<file path="src/rtl/mem_arbiter_rr_if.sv">
// mem_arbiter_rr_if: shared-memory request/response types and the arbiter bus bundle.
package mem_arbiter_rr_pkg;
    typedef struct packed {
        logic        mem_valid;
        logic [31:0] mem_addr;
        logic [31:0] mem_wdata;
        logic [3:0]  mem_wstrb;
    } mem_in_type;
    typedef struct packed {
        logic        mem_ready;
        logic [31:0] mem_rdata;
    } mem_out_type;
    localparam mem_in_type  init_mem_in  = '0;
    localparam mem_out_type init_mem_out = '0;
endpackage

interface mem_arbiter_rr_if
    import mem_arbiter_rr_pkg::*;
#(
    parameter int NPORT = 2
);
    localparam int OW = NPORT > 1 ? $clog2(NPORT) : 1;
    mem_in_type  [NPORT-1:0] req_in;
    mem_out_type [NPORT-1:0] req_out;
    mem_in_type              mem_in;
    mem_out_type             mem_out;
    logic [OW-1:0]           owner;
    logic                    busy;
    logic [NPORT-1:0]        pending;
    modport slave (input req_in, mem_out, output req_out, mem_in, owner, busy, pending);
    modport master (output req_in, mem_out, input req_out, mem_in, owner, busy, pending);
endinterface

</file>
<file path="src/rtl/mem_arbiter_rr.sv">
// mem_arbiter_rr: N-port shared-memory arbiter with per-port pending latches,
// round-robin or fixed priority, zero-latency and back-to-back issue.
module mem_arbiter_rr
    import mem_arbiter_rr_pkg::*;
#(
    parameter int NPORT     = 2,
    parameter int PRIO_MODE = 0
) (
    input logic             clock,
    input logic             reset,
    mem_arbiter_rr_if.slave bus
);
    localparam int OW = NPORT > 1 ? $clog2(NPORT) : 1;
    typedef enum logic {IDLE, BUSY} state_t;
    state_t                 state, state_nxt;
    mem_in_type [NPORT-1:0] lat, lat_nxt, eff;
    mem_in_type             issued, issued_nxt;
    logic [OW-1:0]          owner, owner_nxt, last, last_nxt, win, base, cand;
    logic [NPORT-1:0]       eff_v;
    logic                   free, grant;

    always_ff @(posedge clock) begin
        if (!reset) begin
            state  <= IDLE;
            lat    <= '0;
            issued <= init_mem_in;
            owner  <= '0;
            last   <= OW'(NPORT - 1);
        end else begin
            state  <= state_nxt;
            lat    <= lat_nxt;
            issued <= issued_nxt;
            owner  <= owner_nxt;
            last   <= last_nxt;
        end
    end

    // Fixed priority is round-robin with the scan always starting just past NPORT-1.
    always_comb begin
        free = state == IDLE || bus.mem_out.mem_ready;
        base = PRIO_MODE != 0 ? OW'(NPORT - 1) : last;
        win  = '0;
        cand = '0;
        for (int i = 0; i < NPORT; i++) begin
            eff[i]   = bus.req_in[i].mem_valid ? bus.req_in[i] : lat[i];
            eff_v[i] = eff[i].mem_valid;
        end
        for (int k = NPORT; k >= 1; k--) begin
            cand = OW'((int'(base) + k) % NPORT);
            win  = eff_v[cand] ? cand : win;
        end
        grant      = free && |eff_v;
        state_nxt  = grant ? BUSY : free ? IDLE : state;
        issued_nxt = grant ? eff[win] : free ? init_mem_in : issued;
        owner_nxt  = grant ? win : free ? '0 : owner;
        last_nxt   = grant ? win : last;
        for (int i = 0; i < NPORT; i++)
            lat_nxt[i] = grant && win == OW'(i) ? init_mem_in : eff[i];
    end

    always_comb begin
        bus.busy    = state == BUSY;
        bus.owner   = owner;
        bus.pending = '0;
        bus.req_out = '0;
        bus.mem_in  = !reset ? init_mem_in : grant ? eff[win] : state == BUSY ? issued : init_mem_in;
        for (int i = 0; i < NPORT; i++) begin
            bus.pending[i] = lat[i].mem_valid;
            bus.req_out[i] = reset && state == BUSY && owner == OW'(i) ? bus.mem_out : init_mem_out;
        end
    end
endmodule

</file>
<file path="src/flat_wrapper.sv">
// flat-port wrapper written by rule: the top's interface ports become plain ports
module mem_arbiter_rr_flat import mem_arbiter_rr_pkg::*;
#(
    parameter int NPORT     = 2,
    parameter int PRIO_MODE = 0
)
  (clock, reset, bus_req_in, bus_mem_out, bus_req_out, bus_mem_in, bus_owner, bus_busy, bus_pending);
  mem_arbiter_rr_if #(.NPORT(NPORT)) bus_i ();
  input logic clock;
  input logic reset;
  input wire logic [$bits(bus_i.req_in)-1:0] bus_req_in;
  input wire logic [$bits(bus_i.mem_out)-1:0] bus_mem_out;
  output wire logic [$bits(bus_i.req_out)-1:0] bus_req_out;
  output wire logic [$bits(bus_i.mem_in)-1:0] bus_mem_in;
  output wire logic [$bits(bus_i.owner)-1:0] bus_owner;
  output wire logic [$bits(bus_i.busy)-1:0] bus_busy;
  output wire logic [$bits(bus_i.pending)-1:0] bus_pending;
  assign bus_i.req_in = bus_req_in;
  assign bus_i.mem_out = bus_mem_out;
  assign bus_req_out = bus_i.req_out;
  assign bus_mem_in = bus_i.mem_in;
  assign bus_owner = bus_i.owner;
  assign bus_busy = bus_i.busy;
  assign bus_pending = bus_i.pending;
  mem_arbiter_rr #(.NPORT(NPORT), .PRIO_MODE(PRIO_MODE)) u_core (.clock(clock), .reset(reset), .bus(bus_i));
endmodule
</file>
<file path="config.mk">
export PLATFORM = sky130hd
export DESIGN_NAME = mem_arbiter_rr_flat
export DESIGN_NICKNAME = d
export VERILOG_FILES = /design/src/rtl/mem_arbiter_rr_if.sv /design/src/rtl/mem_arbiter_rr.sv /design/src/flat_wrapper.sv
export SDC_FILE = /design/constraint.sdc
export NUM_CORES = 1
export LEC_CHECK = 0
export BUFFER_PORTS_ARGS = -buffer_cell sky130_fd_sc_hd__buf_2
export CORE_MARGIN = 3
export CORE_UTILIZATION = 56
export CTS_CLUSTER_SIZE = 10
export DETAILED_ROUTE_END_ITERATION = 8
export PLACE_DENSITY = 0.84
export SETUP_SLACK_MARGIN = 0.2
export SKIP_CTS_REPAIR_TIMING = 1
export SYNTH_ARGS = -nofsm -noshare
export SYNTH_HDL_FRONTEND = slang
export SYNTH_SLANG_ARGS = --single-unit
export TNS_END_PERCENT = 10
</file>
<file path="constraint.sdc">
create_clock -name clock -period 2.9 [get_ports clock]
set_input_delay 0.145 -clock clock [delete_from_list [all_inputs] [get_ports clock]]
set_output_delay 0.145 -clock clock [all_outputs]
set_load 0.05 [all_outputs]
</file>
==> flow_summary.html <==
<table>
<tr><th>Metric</th><th>Value</th></tr>
<tr><th colspan="2">Global routing</th></tr>
<tr><td>Antenna violations before repair</td><td>7</td></tr>
<tr><td>Maximum number of pins on one net before global-route repair</td><td>70</td></tr>
<tr><td>Wire length of the first global-routing pass</td><td>49.64 mm</td></tr>
<tr><td>Total routing resource utilization after global routing</td><td>30.73%</td></tr>
<tr><td>Number of global-route vias before repair</td><td>slightly above 9000</td></tr>
<tr><td>Remaining Overflow, GRT</td><td>0</td></tr>
<tr><th colspan="2">Clocking</th></tr>
<tr><td>Clock tree from TritonCTS</td><td>done</td></tr>
<tr><td>Number of H-tree levels</td><td>1</td></tr>
<tr><td>TritonCTS sink count</td><td>210</td></tr>
<tr><td>Clock transition at path regs</td><td>~60 ps</td></tr>
<tr><td>Clock latency reported for the late side of the worst-skew pair</td><td>a little over 500 ps</td></tr>
<tr><td>Clock Tree Root</td><td>sky130_fd_sc_hd__clkbuf_16</td></tr>
<tr><td>Cts bufs inserted</td><td>25</td></tr>
<tr><td>Maximum number of buffers from clock root to sink</td><td>3</td></tr>
<tr><th colspan="2">Timing</th></tr>
<tr><td>Number of setup violations in the final report</td><td>0</td></tr>
<tr><td>Setup repair after global routing missed its margin</td><td>no</td></tr>
<tr><td>Max-slew headroom at the worst pin</td><td>between 30 and 40%</td></tr>
<tr><td>Final Slew Violations</td><td>0</td></tr>
<tr><td>Achievable clock frequency</td><td>slightly below 0.4 GHz</td></tr>
<tr><td>Transition time of the tightest slew-check pin</td><td>932.3 ps</td></tr>
<tr><td>Total Negative Setup Slacks</td><td>0 ps</td></tr>
<tr><td>Final worst path period need</td><td>2595 ps</td></tr>
<tr><td>Min Hold Slack</td><td>-8.625 ps</td></tr>
<tr><td>Clock Skews</td><td>approximately 17 ps</td></tr>
<tr><td>Final cycle utilization of the critical path</td><td>89.49%</td></tr>
<tr><td>Final Hold Fails</td><td>10</td></tr>
<tr><th colspan="2">Yosys</th></tr>
<tr><td>Number of warnings issued by yosys</td><td>0</td></tr>
<tr><td>Simple-gate area share of the yosys netlist</td><td>27.80%</td></tr>
<tr><td>Adder and majority gate portion of the synthesized area</td><td>0%</td></tr>
<tr><td>Share of cell area taken by muxes after synthesis</td><td>between 15 and 20%</td></tr>
<tr><td>Async S/R FF share, synth</td><td>0%</td></tr>
<tr><td>Seq/Total Area, Yosys</td><td>42.09%</td></tr>
<tr><td>Number of synthesized register bits</td><td>210</td></tr>
<tr><td>Synth Area per Inst</td><td>9.047 um^2</td></tr>
<tr><td>Combinational family with the most area after synthesis</td><td>simple AND/OR/NAND/NOR gates</td></tr>
<tr><td>Most used flip-flop cell after synthesis</td><td>sky130_fd_sc_hd__dfxtp_1</td></tr>
<tr><td>Synth Area in Compound Gates</td><td>9.458%</td></tr>
<tr><td>Netlist Area Pre-Place</td><td>9988 um^2</td></tr>
<tr><td>Syn Inst Count</td><td>around 1100</td></tr>
<tr><td>Post-synth EDFFs</td><td>0</td></tr>
<tr><td>Number of distinct library cells after synthesis</td><td>27</td></tr>
<tr><td>XOR/XNOR share of the synthesized area</td><td>0%</td></tr>
<tr><td>Number of nets produced by synthesis</td><td>1277</td></tr>
<tr><th colspan="2">Die</th></tr>
<tr><td>Chip width</td><td>139.6 um</td></tr>
<tr><td>Placeable core region</td><td>17360 um^2</td></tr>
<tr><td>Num ports</td><td>312</td></tr>
<tr><td>Initial Utilization</td><td>between 50% and 60%</td></tr>
<tr><td>Die footprint</td><td>around 19000 um^2</td></tr>
<tr><td>Placement Rows</td><td>48</td></tr>
<tr><td>Height of the chip</td><td>~140 um</td></tr>
<tr><th colspan="2">Setup path</th></tr>
<tr><td>Delay contributed by the slowest stage of the critical path</td><td>around 500 ps</td></tr>
<tr><td>List of cells traversed by the critical path</td><td>o21bai_4 -&gt; buf_4 -&gt; nand4_1 -&gt; a31oi_1 -&gt; buf_2</td></tr>
<tr><td>Startpoint kind of the worst setup timing path</td><td>register</td></tr>
<tr><td>Worst endpoint required time</td><td>around 2800 ps</td></tr>
<tr><td>WS Path Type</td><td>reg2out</td></tr>
<tr><td>Slowest stage cell on the critical path</td><td>sky130_fd_sc_hd__buf_4</td></tr>
<tr><td>CP max FO</td><td>49</td></tr>
<tr><td>Signal arrival time at the worst endpoint</td><td>2450 ps</td></tr>
<tr><td>Type of element capturing the critical path</td><td>primary output</td></tr>
<tr><td>Internal reg-to-reg setup slack</td><td>890 ps</td></tr>
<tr><th colspan="2">Power and ir drop</th></tr>
<tr><td>Fraction of power consumed by sequential logic</td><td>a little over two fifths</td></tr>
<tr><td>Overall Power</td><td>7481 uW</td></tr>
<tr><td>Net switching component of the power</td><td>2319 uW</td></tr>
<tr><td>Peak supply drop</td><td>0.4642 mV</td></tr>
<tr><td>Static power due to leakage</td><td>0.005146 uW</td></tr>
<tr><td>Internal</td><td>5162 uW</td></tr>
<tr><td>Clock Power Share</td><td>35.6%</td></tr>
<tr><td>Sw Ratio</td><td>30.99%</td></tr>
<tr><td>PwrDens</td><td>608.6 nW/um^2</td></tr>
<tr><td>Combinational share of power</td><td>between 20 and 25%</td></tr>
<tr><th colspan="2">Layout</th></tr>
<tr><td>Commonest non-fill, non-tap cell in the layout</td><td>sky130_fd_sc_hd__buf_2</td></tr>
<tr><td>Share of layout cells above drive strength 1</td><td>a little under two fifths</td></tr>
<tr><td>Post-layout nets</td><td>1521</td></tr>
<tr><td>Fin area</td><td>between 10000 and 15000 um^2</td></tr>
<tr><td>Commonest cells after routing, fill and taps aside</td><td>sky130_fd_sc_hd__buf_2, sky130_fd_sc_hd__dfxtp_1, sky130_fd_sc_hd__a31oi_1</td></tr>
<tr><td>Non-filler instance count after layout</td><td>roughly 1600</td></tr>
<tr><td>Post-synthesis to final-layout area growth</td><td>23.06%</td></tr>
<tr><th colspan="2">Hold path</th></tr>
<tr><td>Hold Path Class</td><td>in2reg</td></tr>
<tr><th colspan="2">Place</th></tr>
<tr><td>HPWL Detailed</td><td>21.26 mm</td></tr>
<tr><td>Cell total after placement</td><td>1546</td></tr>
<tr><td>GPL Wtd Cong</td><td>0.8765</td></tr>
<tr><td>DP Area</td><td>11620 um^2</td></tr>
<tr><td>Number of I/O port buffers</td><td>~310</td></tr>
<tr><th colspan="2">Status</th></tr>
<tr><td>Failing checks</td><td>negative hold slack</td></tr>
<tr><td>Result of the run</td><td>finished with violations</td></tr>
<tr><th colspan="2">Route</th></tr>
<tr><td>DR iter-0 viols</td><td>778</td></tr>
<tr><td>Routed wirelength normalized by instance count</td><td>slightly above 20 um</td></tr>
<tr><td>Pre-Repair DR Iteration Count</td><td>5</td></tr>
<tr><td>Vias per cell</td><td>6.256</td></tr>
<tr><td>Post-Route WL</td><td>between 30 and 40 mm</td></tr>
<tr><td>DRC errors left</td><td>0</td></tr>
<tr><td>Via count of the routed design</td><td>9879</td></tr>
<tr><td>Residual antenna-violating net count after detailed routing</td><td>0</td></tr>
<tr><th colspan="2">Job</th></tr>
<tr><td>Max-capacitance violation count</td><td>0</td></tr>
</table>
[flip-flops by register name, indices dropped and copies added (netlist names)]
name / flops
u_core.base: 1
u_core.bus.busy: 1
u_core.bus.owner: 1
u_core.bus.pending: 2
u_core.issued: 69
u_core.lat: 136
[worst max-delay path, delay by kind of cell (launching register included)]
| kind | cells | cell delay [ps] |
|---|---|---|
| flip-flops | 1 | 430 |
| AND/OR/NAND/NOR | 1 | 250 |
| AO/OA/AOI/OAI | 2 | 400 |
| buffers and inverters | 2 | 800 |
[logic make-up (layout without fill, tap and decap cells)]
| family | Yosys count | after routing |
|---|---|---|
| simple gates | 488 | 488 |
| flops | 210 | 210 |
| compound gates | 147 | 147 |
| mux | 136 | 136 |
| buf+inv | 123 | 371 |
| other cells | 0 | 2 |
[metrics by stage]
step	utilization, %	worst slack [ps]
3_5_place_dp	66.96	697.7
5_1_grt	70.80	217.3
4_1_cts	70.75	229.3
3_3_place_gp	66.96	758.9
2_1_floorplan	-	384.7
6_report	70.82	304.8
[layer usage]
layer  track usage, %  wire length (um)
met5                0                48
met4            8.210               949
met3            6.392              3386
met2            53.03             15680
met1            39.33             12330
[cells in the mapped netlist (2+ instances only)]
| master | count | area (um^2) |
|---|---|---|
| sky130_fd_sc_hd__nand2_1 | 71 | 266.5 |
| sky130_fd_sc_hd__clkbuf_1 | 82 | 307.8 |
| sky130_fd_sc_hd__dfxtp_1 | 210 | 4204 |
| sky130_fd_sc_hd__nand3_1 | 69 | 345.3 |
| sky130_fd_sc_hd__nand4_1 | 136 | 850.8 |
| sky130_fd_sc_hd__mux2_2 | 136 | 1531 |
| sky130_fd_sc_hd__buf_1 | 3 | 11.26 |
| sky130_fd_sc_hd__buf_2 | 29 | 145.1 |
| sky130_fd_sc_hd__a31o_2 | 2 | 17.52 |
| sky130_fd_sc_hd__nor2_1 | 5 | 18.77 |
| sky130_fd_sc_hd__and2_1 | 66 | 412.9 |
| sky130_fd_sc_hd__a31oi_1 | 137 | 857.1 |
| sky130_fd_sc_hd__nor2b_1 | 137 | 857.1 |
| sky130_fd_sc_hd__a21oi_1 | 2 | 10.01 |
| sky130_fd_sc_hd__buf_4 | 7 | 52.55 |
[power by group through the flow]
| stage | combinational, uW | sequential, uW | clock, uW |
|---|---|---|---|
| finish | 1660 | 3150 | 2670 |
| global route | 1750 | 3170 | 2800 |
| CTS | 1640 | 3150 | 2690 |
| detailed placement | 1630 | 3210 | 0 |
| global placement | 1600 | 3200 | 0 |
| floorplan | 1170 | 3190 | 0 |
[final timing paths]
| check | to | start | cells after the start |
|---|---|---|---|
| worst max-delay path | bus_mem_in[8] | u_core.base$_SDFFE_PN1P_ | 5 |
| worst min-delay path | u_core.lat[109]$_SDFF_PP0_ | bus_req_in[109] | 3 |
| worst max register to register | u_core.lat[34]$_SDFF_PP0_ | u_core.bus.pending[0]$_SDFF_PP0_ | 3 |
| worst min register to register | u_core.issued[68]$_SDFFE_PN0P_ | u_core.issued[68]$_SDFFE_PN0P_ | 1 |
[final cells by class]
| class | count | area [um^2] |
|---|---|---|
| multi-input cells | 771 | 5310 |
| fillers | 1336 | 5065 |
| flip-flops and latches | 210 | 4205 |
| repair buffers | 339 | 1826 |
| clock buffers | 29 | 640.6 |
| well taps | 225 | 281.5 |
| clock inverters | 2 | 17.52 |
| inverters | 1 | 6.256 |
| diodes | 2 | 5.005 |
Power figures use the tool's default switching activity.
